--- src/rtl/perf_pkg.sv ---
// Shared types for the pipeline performance monitor.
// Control/readout state encodings and readout index sizing.
package perf_pkg;

  typedef enum logic [1:0] {
    IDLE,
    RUN,
    STOP
  } ctl_state_e;

  typedef enum logic {
    RD_IDLE,
    RD_STREAM
  } rd_state_e;

  function automatic int idx_w(input int n);
    return $clog2(n + 1);
  endfunction

endpackage

--- src/rtl/perf_sat_counter.sv ---
// Saturating up-counter with a sticky overflow flag.
// Holds at all-ones; ovf marks the first blocked increment.
module perf_sat_counter #(
  parameter int CNT_WIDTH = 32
) (
  input  logic                 clk_i,
  input  logic                 rst_i,
  input  logic                 clear,
  input  logic                 inc,
  output logic [CNT_WIDTH-1:0] count,
  output logic                 ovf
);

  // Count up, hold at all-ones, latch overflow until cleared.
  always_ff @(posedge clk_i) begin
    if (rst_i || clear) begin
      count <= '0;
      ovf   <= 1'b0;
    end else if (inc) begin
      if (&count) begin
        ovf <= 1'b1;
      end else begin
        count <= count + 1'b1;
      end
    end
  end

endmodule

--- src/rtl/pipe_perf_monitor.sv ---
// Pipeline performance monitor: cycle + event counters, snapshot stream.
// Optional PERF_EVENT_QUAL_EN adds event_inhibit_i to mask events.
module pipe_perf_monitor
  import perf_pkg::*;
#(
  parameter int              NUM_EVENTS  = 4,
  parameter int              CNT_WIDTH   = 32,
  parameter longint unsigned CYCLE_LIMIT = 0,
  parameter int              IDX_W       = idx_w(NUM_EVENTS)
) (
  input  logic                  clk_i,
  input  logic                  rst_i,
  input  logic                  start_i,
  input  logic                  stop_i,
  input  logic                  clear_i,
  input  logic [NUM_EVENTS-1:0] event_i,
`ifdef PERF_EVENT_QUAL_EN
  input  logic [NUM_EVENTS-1:0] event_inhibit_i,
`endif
  input  logic                  snap_i,
  output logic                  rd_valid_o,
  input  logic                  rd_ready_i,
  output logic [CNT_WIDTH-1:0]  rd_data_o,
  output logic [IDX_W-1:0]      rd_idx_o,
  output logic                  rd_last_o,
  output logic                  running_o,
  output logic                  done_o,
  output logic [NUM_EVENTS:0]   ovf_o
);

  ctl_state_e state;
  rd_state_e  rd_state;

  logic [NUM_EVENTS-1:0] ev_q;
  logic [NUM_EVENTS:0]   inc;
  logic [NUM_EVENTS:0]   ovf;
  logic [CNT_WIDTH-1:0]  cnt    [NUM_EVENTS+1];
  logic [CNT_WIDTH-1:0]  shadow [NUM_EVENTS+1];
  logic                  lim_hit;

`ifdef PERF_EVENT_QUAL_EN
  assign ev_q = event_i & ~event_inhibit_i;
`else
  assign ev_q = event_i;
`endif

  // Slot 0 tallies RUN cycles; slot k+1 tallies event k.
  assign inc[0] = (state == RUN);
  assign inc[NUM_EVENTS:1] = (state == RUN) ? ev_q : '0;

  for (genvar i = 0; i <= NUM_EVENTS; i++) begin : g_cnt
    perf_sat_counter #(
      .CNT_WIDTH(CNT_WIDTH)
    ) u_cnt (
      .clk_i(clk_i),
      .rst_i(rst_i),
      .clear(clear_i),
      .inc  (inc[i]),
      .count(cnt[i]),
      .ovf  (ovf[i])
    );
  end

  assign ovf_o = ovf;

  // Stop on the edge the cycle count reaches the limit.
  if (CYCLE_LIMIT > 0) begin : g_lim
    localparam logic [CNT_WIDTH-1:0] LIM_M1 =
      CNT_WIDTH'(CYCLE_LIMIT - 64'd1);
    assign lim_hit = (cnt[0] >= LIM_M1);
  end else begin : g_nolim
    assign lim_hit = 1'b0;
  end

  // Control FSM; stop beats start, clear beats both.
  always_ff @(posedge clk_i) begin
    if (rst_i || clear_i) begin
      state     <= IDLE;
      running_o <= 1'b0;
      done_o    <= 1'b0;
    end else begin
      case (state)
        IDLE: begin
          if (start_i && !stop_i) begin
            state     <= RUN;
            running_o <= 1'b1;
          end
        end
        RUN: begin
          if (stop_i || lim_hit) begin
            state     <= STOP;
            running_o <= 1'b0;
            done_o    <= 1'b1;
          end
        end
        STOP: begin
          if (start_i && !stop_i) begin
            state     <= RUN;
            running_o <= 1'b1;
            done_o    <= 1'b0;
          end
        end
        default: begin
          state     <= IDLE;
          running_o <= 1'b0;
          done_o    <= 1'b0;
        end
      endcase
    end
  end

  // Readout FSM; shadows decouple the stream from live counters.
  always_ff @(posedge clk_i) begin
    if (rst_i) begin
      rd_state   <= RD_IDLE;
      rd_valid_o <= 1'b0;
      rd_idx_o   <= '0;
      rd_last_o  <= 1'b0;
      for (int i = 0; i <= NUM_EVENTS; i++) begin
        shadow[i] <= '0;
      end
    end else begin
      case (rd_state)
        RD_IDLE: begin
          if (snap_i) begin
            for (int i = 0; i <= NUM_EVENTS; i++) begin
              shadow[i] <= cnt[i];
            end
            rd_state   <= RD_STREAM;
            rd_valid_o <= 1'b1;
            rd_idx_o   <= '0;
            rd_last_o  <= 1'b0;
          end
        end
        RD_STREAM: begin
          if (rd_ready_i) begin
            if (rd_last_o) begin
              rd_state   <= RD_IDLE;
              rd_valid_o <= 1'b0;
              rd_idx_o   <= '0;
              rd_last_o  <= 1'b0;
            end else begin
              rd_idx_o  <= rd_idx_o + 1'b1;
              rd_last_o <= (rd_idx_o == IDX_W'(NUM_EVENTS - 1));
            end
          end
        end
        default: begin
          rd_state   <= RD_IDLE;
          rd_valid_o <= 1'b0;
          rd_idx_o   <= '0;
          rd_last_o  <= 1'b0;
        end
      endcase
    end
  end

  assign rd_data_o = rd_valid_o ? shadow[rd_idx_o] : '0;

endmodule

--- config.mk ---
export PLATFORM = sky130hd
export DESIGN_NAME = pipe_perf_monitor
export DESIGN_NICKNAME = d
export VERILOG_FILES = /design/src/rtl/perf_pkg.sv /design/src/rtl/perf_sat_counter.sv /design/src/rtl/pipe_perf_monitor.sv
export SDC_FILE = /design/constraint.sdc
export NUM_CORES = 1
export LEC_CHECK = 0
export BUFFER_PORTS_ARGS = -buffer_cell sky130_fd_sc_hd__buf_4
export CORE_ASPECT_RATIO = 1.75
export CORE_MARGIN = 5
export CORE_UTILIZATION = 35
export DETAILED_ROUTE_END_ITERATION = 8
export PLACE_DENSITY = 0.6
export SKIP_LAST_GASP = 1
export SLEW_MARGIN = 20
export SYNTH_ARGS = -nofsm -noshare
export SYNTH_HDL_FRONTEND = slang
export SYNTH_SLANG_ARGS = --single-unit
--- constraint.sdc ---
create_clock -name clk_i -period 8.7 [get_ports clk_i]
set_input_delay 0.435 -clock clk_i [delete_from_list [all_inputs] [get_ports clk_i]]
set_output_delay 0.435 -clock clk_i [all_outputs]
set_load 0.01 [all_outputs]
# ---- Word level (Yosys, flattened, before mapping)
# Memory sizes are Yosys's and may differ from the RTL's. A register that Yosys moved wholly into a read port is not among the register bits.
# Cells that the tools add are included.
dict set report op_classes {
  n_addsub 6
  eq_ne 9
  n_mux 39
  bitwise_logic 12
  reduce_logical 24
}
# operator n
set ops {}
lappend ops {{32-bit two-way mux} 6}
lappend ops {{33-bit AND reduction} 5}
lappend ops {{32-bit by 1-bit adder with 32-bit output (second input constant)} 5}
lappend ops {{32-bit AND reduction} 5}
lappend ops {{1-bit two-way mux} 18}
lappend ops {{3-bit two-way mux} 5}
lappend ops {{2-bit AND reduction} 7}
lappend ops {{2-bit inequality test (second input constant)} 5}
lappend ops {{1-bit one-hot mux with 2 select lines} 4}
lappend ops {{1-bit NOT} 7}
lappend ops {{3-bit one-hot mux with 2 select lines} 1}
lappend ops {{3-bit AND reduction} 2}
lappend ops {{1-bit bitwise OR} 5}
lappend ops {{2-bit two-way mux} 2}
lappend ops {{4-bit two-way mux} 1}
lappend ops {{2-bit one-hot mux with 2 select lines} 1}
lappend ops {{3-bit by 1-bit adder with 3-bit output (second input constant)} 1}
lappend ops {{3-bit by 2-bit equality test with 1-bit output (second input constant)} 1}
lappend ops {{1-bit one-hot mux with 3 select lines} 1}
lappend ops {{2-bit by 1-bit equality test with 1-bit output (second input constant)} 1}
lappend ops {{2-bit equality test (second input constant)} 1}
lappend ops {{2-bit logical NOT} 1}
lappend ops {{2-bit by 1-bit inequality test with 1-bit output (second input constant)} 1}
lappend ops {{2-bit OR reduction} 1}
lappend ops {{3 further kinds} 3}
dict set report word_totals {
  reg_bits 175
  mem_bits_rw 160
  in_bits 11
  output_inout_bits 44
  wordCells 108
  n_memories 1
}
# memory depth width rd rd_ports_with_merged_regs write_ports line
set mem_list {}
lappend mem_list {shadow 5 32 1 1 5 pipe_perf_monitor.sv:38} ;# logic [CNT_WIDTH-1:0] shadow [NUM_EVENTS+1];

# ---- Depth between registers and ports, before layout
# Gate-level depths: netlist (run 1).
dict set report logic_depth {
  ltp_word 6
  depth_mapped 9
  mapped_depth_nobuf 6
}

# ---- Hierarchy
# Synthesis (run 1) repeated with hierarchy kept, for this count alone.
dict set report unflattened {
  hier_cells 1575
  hier_area_um2 16741.1
}
# mod n_inst cells_each area_each_um2 seq_area_each_um2
set modules_own_cells {}
lappend modules_own_cells {perf_sat_counter 5 206 1771.7 660.6}
lappend modules_own_cells {pipe_perf_monitor 1 545 7882.6 5064.9}

# ---- Worst setup path before layout (run 1)
# No wires, ideal clock.
dict set report synth_timing {
  path_kind {input port to flip-flop}
  from {in rst_i}
  to {mem shadow[0][0], enable pin}
  setup_ps 548
  arrival_ps 4815
  path_slack_ps 3337
  cell_stages 3
  path_buffers 2
  path_cell_list {clkbuf_1 clkbuf_1 nand2b_1}
}
# element line
set synth_lines {}
lappend synth_lines {{from (decl)} pipe_perf_monitor.sv:12} ;# input logic rst_i,
lappend synth_lines {{to (decl)} pipe_perf_monitor.sv:38}

==> reports/results.tsv, run 1 <==
stage	metric	value	unit
power_and_ir_drop	portion of total power attributed to the clock network	42.6	%
flow_run	total of max-cap violations	0	
synth	gate count after technology mapping	1554	
synth	dominant register cell in the synthesized netlist	sky130_fd_sc_hd__dfxtp_1	
setup_path	FF-to-FF setup slack	5530	ps
run_status	outcome	complete, no violations	
final_layout	Antenna Cells	0	
setup_path	reg-to-reg startpoint	running_o$_SDFFE_PP0P_	
floorplanning	floorplan die area	0.0508	sq mm
clocking	number of buffers created by CTS	30	
setup_path	category of the critical setup timing path	reg -> reg	
clocking	maximum buffer depth of the clock tree	3	
power_and_ir_drop	total power	0.00324	W
global_routing	first-pass GRT wire length	73100	um
synth	synthesized area per cell	10.4	sq um
synth	multiplexer fraction of the synthesized cell area	7.50	%
setup_path	critical path, cell by cell	nand3b_1 > nor3_1 > nand2_1 > or4_1 > a21oi_1	
timing	worst slew margin relative to its limit	28.4	%
synth	Synth cell types	61	
clocking	maximum level of the CTS H-tree	1	
synth	number of enable-type register cells in the synthesized netlist	160	
setup_path	CP Max Fanout	17	
floorplanning	Starting Density	35.2	%
global_routing	global router's overall resource usage	18.1	%
clocking	TritonCTS clock tree	done	
clocking	Reg clk slew, reported paths	60	ps
setup_path	combined buffer and inverter count along the critical path	0	
global_routing	initial antenna violation count	0	
floorplanning	# IOs	55	
final_layout	area grow syn2layout	11.5	%
setup_path	arrival time of data at the critical path endpoint	3660	ps
synth	area share of the leading cell type in the synthesized netlist	29.7	%
setup_path	critical path capture point type	flip-flop	
route	drt via density	5.74	
route	Antenna Violating Nets Remaining	0	
global_routing	remaining global-route overflow	0	
timing	final-report max-slew violation count	0	
synth	Post-Synthesis Net Count	1572	
setup_path	capture point of the critical path	g_cnt[3].u_cnt.count[23]$_SDFFE_PP0P_	
place	half-perimeter wire length after detailed placement	34400	um
power_and_ir_drop	internal power	0.00253	W
timing	actual slew at the worst max-slew pin	1070	ps
synth	count of warnings emitted by yosys	0	
power_and_ir_drop	worst IR drop on VDD	166	uV
floorplanning	Core Box Area	0.0459	sq mm
timing	total negative slack for setup checks	0	ps
timing	count of final setup violators	0	
floorplanning	Die Span X	173	um
power_and_ir_drop	switching part of the total power	21.8	%
power_and_ir_drop	Leakage	5.64	nW
floorplanning	die span in y	294	um
floorplanning	row count	104	
global_routing	number of global-route vias before repair	12300	
route	First DRT Iteration DRCs	1008	
synth	flip-flop and latch count after synthesis	337	
route	overall routed net length	47500	um
synth	area leader, netlist	sky130_fd_sc_hd__edfxtp_1	
timing	highest achievable clock rate	315	MHz
setup_path	Worst path max stage delay	740	ps
synth	combinational family with the most area after synthesis	simple AND/OR/NAND/NOR gates	
clocking	post-CTS resize count	0	
power_and_ir_drop	P per Cell Area	180	mW/mm^2
final_layout	layout cell share with drive strength beyond 1	11.0	%
clocking	post-cts hold buffer count	0	
synth	Async S/R FF share, synth	0	%
clocking	clock latency at the later pin of the worst-skew pair	570	ps
global_routing	pin count of the biggest net entering global routing	148	
setup_path	depth of the worst register-to-register path	5	
place	placer congestion estimate	0.863	
clocking	number of sinks handled by clock tree synthesis	337	
timing	final period utilization	36.5	%
timing	Final Critical Period	3170	ps
synth	most frequent cell after synthesis	sky130_fd_sc_hd__dfxtp_1	
setup_path	startpoint class of the critical path	flip-flop	
setup_path	source of the critical timing path	running_o$_SDFFE_PP0P_	
synth	area fraction in and, or, nand and nor cells after synthesis	26.3	%
timing	RSZ-0062 raised after global routing	no	
setup_path	required time of the critical path	9190	ps
route	vias after detailed routing	12400	
power_and_ir_drop	combinational power share	4.2	%
final_layout	number of fill cells in the layout	4460	
clocking	setup repair bufs after CTS	0	
route	routed wirelength normalized by instance count	22.0	um
power_and_ir_drop	part of the total power dissipated in sequential elements	53.2	%
final_layout	# nets final	1571	
place	number of buffers added on ports	54	
setup_path	Worst path depth	5	
synth	leading cell types by total area after synthesis	sky130_fd_sc_hd__edfxtp_1, sky130_fd_sc_hd__dfxtp_1, sky130_fd_sc_hd__and2_1, sky130_fd_sc_hd__mux4_2, sky130_fd_sc_hd__a21oi_1	
synth	register area share after synthesis	51.6	%
power_and_ir_drop	switching power of the nets	0.000707	W
setup_path	endpoint of the worst-slack reg-to-reg timing path	g_cnt[3].u_cnt.count[23]$_SDFFE_PP0P_	
route	detailed-router iteration count before antenna repair	7	
synth	adder-cell share of the synthesized area	0.542	%
route	Remaining DRCs	0	
setup_path	cell family with most CP delay	simple AND/OR/NAND/NOR gates	
synth	netlist area before placement	0.0162	sq mm
clocking	clock root buffer master	sky130_fd_sc_hd__clkbuf_16	
timing	number of hold-slack violations in the final timing report	0	
timing	worst-case clock skew	10.2	ps
synth	leading post-synthesis cells by instance count	sky130_fd_sc_hd__dfxtp_1, sky130_fd_sc_hd__edfxtp_1, sky130_fd_sc_hd__and2_1	
worst_hold_path	worst hold-check path type	in -> reg	
setup_path	highest-delay cell along the critical path	sky130_fd_sc_hd__dfxtp_1	
synth	complex-gate fraction of the synthesized area	9.93	%
synth	xor and xnor fraction of the mapped netlist area	1.19	%
[cell type report]
class | count | area, sq um | share of cell area, %
clock inverter | 8 | 125 | 0.694
clock buffer | 47 | 882 | 4.89
sequential | 337 | 8350 | 46.3
inverter | 18 | 67.6 | 0.375
timing repair buffer | 64 | 492 | 2.73
multi-input combinational | 1102 | 7390 | 41.0
tap | 583 | 729 | 4.04
[sequential cells by signal (all words and copies together), names as in the netlist, named ones only]
signal,count
state,1
rd_last_o,1
running_o,1
g_cnt.u_cnt.ovf,5
done_o,1
g_cnt.u_cnt.count,160
rd_valid_o,1
shadow,160
rd_idx_o,3
rd_state,1
[layer usage]
metal	up-vias	global-route usage, %	wire length, um
li1	5864	-	-
met1	6082	18.8	17100
met2	330	34.9	25700
met3	108	2.03	1710
met4	0	10.5	3030
met5	-	0	0
[power groups by stage]
stage / Combinational, W / Sequential, W / Clock (W)
4_1_cts: 0.000137 / 0.00173 / 0.00141
2_1_floorplan: 0.0000874 / 0.00175 / 0
6_report: 0.000136 / 0.00173 / 0.00138
3_3_place_gp: 0.000135 / 0.00176 / 0
5_1_grt: 0.000147 / 0.00173 / 0.00147
3_5_place_dp: 0.000137 / 0.00176 / 0
[how the worst min path moves through the flow]
stage | from | endpoint | slack [ps] | cells past startpoint
5_1_grt | stop_i | running_o$_SDFFE_PP0P_ | 50 | 2
4_1_cts | stop_i | running_o$_SDFFE_PP0P_ | 40 | 2
3_3_place_gp | g_cnt[3].u_cnt.ovf$_SDFFE_PP0P_ | g_cnt[3].u_cnt.ovf$_SDFFE_PP0P_ | 460 | 1
6_report | stop_i | running_o$_SDFFE_PP0P_ | 70 | 2
3_5_place_dp | g_cnt[3].u_cnt.ovf$_SDFFE_PP0P_ | g_cnt[3].u_cnt.ovf$_SDFFE_PP0P_ | 470 | 1
2_1_floorplan | g_cnt[0].u_cnt.ovf$_SDFFE_PP0P_ | g_cnt[0].u_cnt.ovf$_SDFFE_PP0P_ | 440 | 2
[cell families (layout without fill, tap and decap cells)]
| logic type | count (synthesis) | in the layout |
|---|---|---|
| compound gates | 263 | 263 |
| simple gates | 729 | 729 |
| fa+ha+maj | 7 | 7 |
| buf+inv | 115 | 137 |
| flops | 337 | 337 |
| xor+xnor | 22 | 22 |
| mux | 81 | 81 |
[stage by stage]
| step | cells | worst slack (ps) | util (%) | area [sq um] | hold slack [ps] |
|---|---|---|---|---|---|
| 6_report | 2159 | 5530 | 39.3 | 18000 | 68.7 |
| 5_1_grt | 2159 | 5180 | 39.3 | 18000 | 50.7 |
| 4_1_cts | 2158 | 5540 | 39.2 | 18000 | 38.8 |
| 3_5_place_dp | 2103 | 5490 | 37.0 | 17000 | 466 |
| 3_3_place_gp | 2103 | 5540 | 37.0 | 17000 | 458 |
| 2_1_floorplan | 1554 | 3340 | - | 16200 | 438 |
[cells in the final DEF, fill, tap and decap left out, types with 55 or more instances in the layout]
cell type,n
sky130_fd_sc_hd__nand2_1,99
sky130_fd_sc_hd__or3_1,62
sky130_fd_sc_hd__nand4_1,55
sky130_fd_sc_hd__nand3_1,59
sky130_fd_sc_hd__nor2_1,67
sky130_fd_sc_hd__or4_1,68
sky130_fd_sc_hd__dfxtp_1,175
sky130_fd_sc_hd__edfxtp_1,160
sky130_fd_sc_hd__buf_4,61
sky130_fd_sc_hd__o31ai_1,57
sky130_fd_sc_hd__a21oi_1,107
sky130_fd_sc_hd__and2_1,153
[worst register-to-register path, cell delays in order (launching register included)]
cell and delay (ps):
sky130_fd_sc_hd__dfxtp_1 740, sky130_fd_sc_hd__nand3b_1 540, sky130_fd_sc_hd__nor3_1 610, sky130_fd_sc_hd__nand2_1 460, sky130_fd_sc_hd__or4_1 600, sky130_fd_sc_hd__a21oi_1 150
Note: power is estimated with default switching activity, not from simulation.
==> run 2, diff against run 1 <==
--- a/config.mk
+++ b/config.mk
@@ -10,7 +10,7 @@
 export CORE_MARGIN = 5
 export CORE_UTILIZATION = 35
 export DETAILED_ROUTE_END_ITERATION = 8
-export PLACE_DENSITY = 0.6
+export PLACE_DENSITY = 0.62
 export SKIP_LAST_GASP = 1
 export SLEW_MARGIN = 20
 export SYNTH_ARGS = -nofsm -noshare
==> constraint.sdc (replaced) <==
create_clock -name clk_i -period 2.54 [get_ports clk_i]
set_input_delay 0.127 -clock clk_i [delete_from_list [all_inputs] [get_ports clk_i]]
set_output_delay 0.127 -clock clk_i [all_outputs]
set_load 0.01 [all_outputs]
==> reports/results.tsv, run 2 (same netlist as run 1, synthesis figures left out) <==
stage	metric	value	unit
clocking	setup repair bufs after CTS	0	
clocking	number of buffers created by CTS	31	
timing	highest achievable clock rate	418	MHz
setup_path	critical path capture point type	flip-flop	
setup_path	highest-delay cell along the critical path	sky130_fd_sc_hd__or4b_1	
timing	Final Critical Period	2390	ps
route	Remaining DRCs	0	
final_layout	area grow syn2layout	15.4	%
power_and_ir_drop	total power	0.0113	W
route	routed wirelength normalized by instance count	21.8	um
timing	final-report max-slew violation count	0	
place	half-perimeter wire length after detailed placement	35900	um
setup_path	combined buffer and inverter count along the critical path	0	
route	overall routed net length	48600	um
clocking	maximum level of the CTS H-tree	1	
floorplanning	Starting Density	35.2	%
power_and_ir_drop	Leakage	5.99	nW
global_routing	first-pass GRT wire length	73900	um
floorplanning	Die Span X	173	um
clocking	post-cts hold buffer count	7	
final_layout	most common cell after layout, fill and taps aside	sky130_fd_sc_hd__dfxtp_1	
power_and_ir_drop	worst IR drop on VDD	582	uV
clocking	Reg clk slew, reported paths	60	ps
global_routing	remaining global-route overflow	0	
timing	final period utilization	94.2	%
clocking	number of sinks handled by clock tree synthesis	337	
floorplanning	Core Box Area	0.0459	sq mm
clocking	maximum buffer depth of the clock tree	3	
clocking	clock latency at the later pin of the worst-skew pair	580	ps
setup_path	critical path, cell by cell	nand3_1 > or4b_1 > a2111o_1 > or4_1 > a21oi_1	
floorplanning	die span in y	294	um
timing	worst-case clock skew	19.2	ps
worst_hold_path	worst hold-check path type	in -> reg	
floorplanning	floorplan die area	0.0508	sq mm
global_routing	global router's overall resource usage	18.4	%
final_layout	Antenna Cells	0	
route	vias after detailed routing	12800	
route	Antenna Violating Nets Remaining	0	
global_routing	initial antenna violation count	1	
route	drt via density	5.72	
final_layout	layout cell share with drive strength beyond 1	14.3	%
global_routing	number of global-route vias before repair	12300	
clocking	clock root buffer master	sky130_fd_sc_hd__clkbuf_16	
final_layout	most used cells in the layout excluding fill and tap cells	sky130_fd_sc_hd__dfxtp_1, sky130_fd_sc_hd__edfxtp_1, sky130_fd_sc_hd__and2_1	
floorplanning	# IOs	55	
setup_path	required time of the critical path	3040	ps
timing	actual slew at the worst max-slew pin	593	ps
timing	RSZ-0062 raised after global routing	no	
timing	worst slew margin relative to its limit	60.3	%
flow_run	total of max-cap violations	0	
setup_path	cell family with most CP delay	simple AND/OR/NAND/NOR gates	
route	First DRT Iteration DRCs	876	
power_and_ir_drop	P per Cell Area	607	mW/mm^2
route	detailed-router iteration count before antenna repair	5	
final_layout	# nets final	1640	
setup_path	category of the critical setup timing path	reg -> reg	
final_layout	Largest regs	g_cnt.u_cnt.count (160), shadow (160), g_cnt.u_cnt.ovf (5)	
clocking	post-CTS resize count	0	
timing	count of final setup violators	0	
place	placer congestion estimate	0.872	
timing	total negative slack for setup checks	0	ps
setup_path	CP Max Fanout	8	
floorplanning	row count	104	
run_status	outcome	complete, no violations	
place	number of buffers added on ports	54	
setup_path	Worst path max stage delay	570	ps
setup_path	startpoint class of the critical path	flip-flop	
timing	number of hold-slack violations in the final timing report	0	
setup_path	arrival time of data at the critical path endpoint	2890	ps
clocking	TritonCTS clock tree	done	
global_routing	pin count of the biggest net entering global routing	97	
run 2: routing by layer:
layer / wire (um) / up-vias / GRT usage [%]
li1: - / 6012 / -
met2: 26500 / 383 / 35.7
met1: 17000 / 6251 / 18.7
met5: 0 / - / 0
met4: 3110 / 0 / 10.7
met3: 1970 / 117 / 1.96
run 2: layout make-up:
type | instances | area, sq um
clock buffers | 38 | 812
clock inverters | 20 | 230
fillers | 4357 | 27300
inverters | 18 | 67.6
multi-input cells | 1102 | 7380
flip-flops and latches | 337 | 8350
well taps | 583 | 729
repair buffers | 132 | 1100
run 2: final timing paths:
path / startpoint / to / slack (ps) / depth (start not counted)
setup / recovery: g_cnt[0].u_cnt.count[12]$_SDFFE_PP0P_ / g_cnt[0].u_cnt.count[26]$_SDFFE_PP0P_ / 150 / 5
hold / removal: event_i[1] / g_cnt[2].u_cnt.count[19]$_SDFFE_PP0P_ / 80 / 6
hold reg to reg: g_cnt[3].u_cnt.ovf$_SDFFE_PP0P_ / g_cnt[3].u_cnt.ovf$_SDFFE_PP0P_ / 470 / 1
setup reg to reg: g_cnt[0].u_cnt.count[12]$_SDFFE_PP0P_ / g_cnt[0].u_cnt.count[26]$_SDFFE_PP0P_ / 150 / 5
run 2: through the flow:
| step | setup WS, ps | util [%] | hold WS [ps] | std cells | area (sq um) |
|---|---|---|---|---|---|
| after global routing | 61.8 | 40.6 | 94.1 | 2230 | 18700 |
| after floorplan | 241 | - | 206 | 1554 | 16200 |
| after detailed placement | 211 | 38.2 | 341 | 2165 | 17500 |
| after CTS | 173 | 40.6 | 54.8 | 2230 | 18700 |
| after global placement | 256 | 38.2 | 333 | 2165 | 17500 |
| final | 147 | 40.6 | 75.3 | 2230 | 18700 |
run 2: power breakdown:
| part | switching (W) | internal, W | total (W) |
|---|---|---|---|
| combinational | 0.000325 | 0.000198 | 0.000523 |
| sequential | 0.0000804 | 0.00582 | 0.00590 |
| clock | 0.00213 | 0.00278 | 0.00491 |
run 2: worst min-delay path, cell delays in order:
cell	delay (ps)
sky130_fd_sc_hd__buf_4	120
sky130_fd_sc_hd__nand2_1	60
sky130_fd_sc_hd__nor4_1	50
sky130_fd_sc_hd__o2111ai_1	110
sky130_fd_sc_hd__xor2_1	70
sky130_fd_sc_hd__nor2_1	70
==> run 3, diff against run 2 <==
--- a/config.mk
+++ b/config.mk
@@ -5,12 +5,13 @@
 export SDC_FILE = /design/constraint.sdc
 export NUM_CORES = 1
 export LEC_CHECK = 0
+export ABC_AREA = 1
 export BUFFER_PORTS_ARGS = -buffer_cell sky130_fd_sc_hd__buf_4
 export CORE_ASPECT_RATIO = 1.75
 export CORE_MARGIN = 5
-export CORE_UTILIZATION = 35
+export CORE_UTILIZATION = 55
 export DETAILED_ROUTE_END_ITERATION = 8
-export PLACE_DENSITY = 0.62
+export PLACE_DENSITY = 0.82
 export SKIP_LAST_GASP = 1
 export SLEW_MARGIN = 20
 export SYNTH_ARGS = -nofsm -noshare
==> reports/results.tsv, run 3 <==
stage	metric	value	unit
timing	Final Critical Period	2450	ps
clocking	TritonCTS clock tree	done	
route	drt via density	5.60	
route	vias after detailed routing	16300	
synth	xor and xnor fraction of the mapped netlist area	0.347	%
setup_path	combined buffer and inverter count along the critical path	4	
synth	adder-cell share of the synthesized area	0.496	%
clocking	maximum buffer depth of the clock tree	3	
route	routed wirelength normalized by instance count	17.2	um
synth	leading post-synthesis cells by instance count	sky130_fd_sc_hd__nor2_1, sky130_fd_sc_hd__nand2_1, sky130_fd_sc_hd__inv_1	
run_status	outcome	complete, no violations	
worst_hold_path	worst hold-check path type	in -> reg	
power_and_ir_drop	worst IR drop on VDD	762	uV
setup_path	cell family with most CP delay	buffers and inverters	
power_and_ir_drop	P per Cell Area	593	mW/mm^2
global_routing	number of global-route vias before repair	15200	
final_layout	final instance area	0.0195	sq mm
route	Antenna Violating Nets Remaining	0	
floorplanning	Die Span X	145	um
route	overall routed net length	50100	um
global_routing	global router's overall resource usage	27.3	%
final_layout	core occupancy in the finished layout	61.6	%
global_routing	remaining global-route overflow	0	
synth	number of enable-type register cells in the synthesized netlist	160	
synth	netlist area before placement	0.0177	sq mm
synth	Synth cell types	36	
synth	most frequent cell after synthesis	sky130_fd_sc_hd__nor2_1	
timing	count of final setup violators	0	
timing	highest achievable clock rate	409	MHz
route	Remaining DRCs	0	
clocking	Reg clk slew, reported paths	70	ps
global_routing	first-pass GRT wire length	79100	um
place	placer congestion estimate	1.04	
final_layout	# nets final	2504	
synth	leading cell types by total area after synthesis	sky130_fd_sc_hd__edfxtp_1, sky130_fd_sc_hd__dfxtp_1, sky130_fd_sc_hd__nor2_1, sky130_fd_sc_hd__nand2_1, sky130_fd_sc_hd__inv_1	
floorplanning	row count	86	
clocking	clock latency at the later pin of the worst-skew pair	580	ps
place	number of buffers added on ports	54	
clocking	maximum level of the CTS H-tree	1	
clocking	number of sinks handled by clock tree synthesis	337	
synth	count of warnings emitted by yosys	0	
timing	worst slew margin relative to its limit	48.2	%
synth	area leader, netlist	sky130_fd_sc_hd__edfxtp_1	
floorplanning	Core Box Area	0.0316	sq mm
power_and_ir_drop	total power	0.0116	W
setup_path	critical path, cell by cell	clkinv_2 > buf_4 > nor2_1 > o32ai_1 > o21ai_0 > inv_1 > buf_4	
setup_path	CP Max Fanout	25	
timing	final period utilization	96.3	%
clocking	clock root buffer master	sky130_fd_sc_hd__clkbuf_16	
setup_path	startpoint class of the critical path	flip-flop	
timing	final-report max-slew violation count	0	
timing	number of hold-slack violations in the final timing report	0	
synth	gate count after technology mapping	2460	
synth	dominant register cell in the synthesized netlist	sky130_fd_sc_hd__dfxtp_1	
synth	area fraction in and, or, nand and nor cells after synthesis	33.0	%
synth	area share of the leading cell type in the synthesized netlist	27.2	%
clocking	number of buffers created by CTS	31	
timing	worst-case clock skew	18.7	ps
setup_path	highest-delay cell along the critical path	sky130_fd_sc_hd__o32ai_1	
floorplanning	# IOs	55	
synth	complex-gate fraction of the synthesized area	8.74	%
final_layout	layout cell share with drive strength beyond 1	7.93	%
flow_run	total of max-cap violations	0	
synth	multiplexer fraction of the synthesized cell area	0	%
global_routing	initial antenna violation count	0	
synth	flip-flop and latch count after synthesis	337	
floorplanning	Starting Density	55.8	%
route	detailed-router iteration count before antenna repair	5	
synth	Async S/R FF share, synth	0	%
floorplanning	floorplan die area	0.0359	sq mm
setup_path	Worst path max stage delay	480	ps
setup_path	arrival time of data at the critical path endpoint	2320	ps
final_layout	Antenna Cells	0	
final_layout	most used cells in the layout excluding fill and tap cells	sky130_fd_sc_hd__nor2_1, sky130_fd_sc_hd__nand2_1, sky130_fd_sc_hd__inv_1	
global_routing	pin count of the biggest net entering global routing	82	
synth	synthesized area per cell	7.18	sq um
setup_path	required time of the critical path	2410	ps
floorplanning	die span in y	247	um
synth	Post-Synthesis Net Count	2478	
setup_path	critical path capture point type	output port	
final_layout	area grow syn2layout	10.4	%
place	half-perimeter wire length after detailed placement	37500	um
route	First DRT Iteration DRCs	1409	
setup_path	cell occurring most often along the worst timing path	sky130_fd_sc_hd__buf_4	
final_layout	Largest regs	g_cnt.u_cnt.count (160), shadow (160), g_cnt.u_cnt.ovf (5)	
synth	register area share after synthesis	47.3	%
timing	actual slew at the worst max-slew pin	775	ps
setup_path	category of the critical setup timing path	reg -> out	
final_layout	most common cell after layout, fill and taps aside	sky130_fd_sc_hd__nor2_1	
place	cell area after placement	0.0184	sq mm
power_and_ir_drop	Leakage	7.11	nW
synth	combinational family with the most area after synthesis	simple AND/OR/NAND/NOR gates	
==> run 3: final cells by class <==
class	count	area, sq um
clock inverter	20	235
tap	396	495
sequential	337	8350
timing repair buffer	91	802
clock buffer	38	802
fill	2799	12100
multi-input combinational	1689	7550
inverter	336	1260
==> run 3: where the power goes <==
group / total (W) / switching [W] / leakage (nW) / internal (W)
Clock: 0.00480 / 0.00212 / 0.489 / 0.00269
Combinational: 0.000822 / 0.000553 / 3.46 / 0.000269
Sequential: 0.00594 / 0.000102 / 3.16 / 0.00583
Total: 0.0116 / 0.00277 / 7.11 / 0.00879
==> run 3: tightest hold or removal path, stage by stage <==
cell and delay, ps:
sky130_fd_sc_hd__buf_4 90, sky130_fd_sc_hd__nor2_4 50, sky130_fd_sc_hd__buf_12 190, sky130_fd_sc_hd__nand2_1 100, sky130_fd_sc_hd__nor2_1 30
==> run 3: final timing paths <==
check	slack [ps]	endpoint	start	depth (start not counted)
worst max-delay path	90	rd_data_o[31]	flip-flop	7
worst min-delay path	70	g_cnt[1].u_cnt.count[19]$_SDFFE_PP0P_	clear_i	5
worst max register to register	430	g_cnt[4].u_cnt.count[30]$_SDFFE_PP0P_	g_cnt[4].u_cnt.count[0]$_SDFFE_PP0P_	8
worst min register to register	470	g_cnt[0].u_cnt.ovf$_SDFFE_PP0P_	g_cnt[0].u_cnt.ovf$_SDFFE_PP0P_	1
==> run 3: routing by layer <==
metal  share of wire, %  track usage, %
met5                  0               0
met4                7.7            17.8
met3                6.0            3.23
met2                 50            49.2
met1                 36            30.1
==> run 3: logic make-up (layout without fill, tap and decap cells) <==
| group | count (synthesis) | count (layout) |
|---|---|---|
| xor gates and xnor gates | 7 | 7 |
| AOI/OAI and AO/OA | 280 | 280 |
| buffers and inverters | 434 | 485 |
| DFF | 337 | 337 |
| adders and majority gates | 7 | 7 |
| and+or+nand+nor | 1395 | 1395 |
==> run 3: metrics by stage <==
stage / cells / TNS, ps / hold slack [ps] / worst slack [ps]
finish: 2907 / 0 / 65.7 / 93.7
global route: 2907 / -0.302 / 78.0 / -0.302
CTS: 2907 / 0 / 66.6 / 65.7
detailed placement: 2843 / 0 / 375 / 441
global placement: 2843 / 0 / 369 / 524
floorplan: 2460 / 0 / 199 / 499
==> run 3: repair_timing <==
| item | in CTS | in global routing |
|---|---|---|
| hold endpoints to repair | 12 | 0 |
| setup buffers | 0 | 0 |
| setup endpoints to repair | 0 | 12 |
| hold buffers | 6 | 0 |
| gates resized for setup | 0 | 2 |
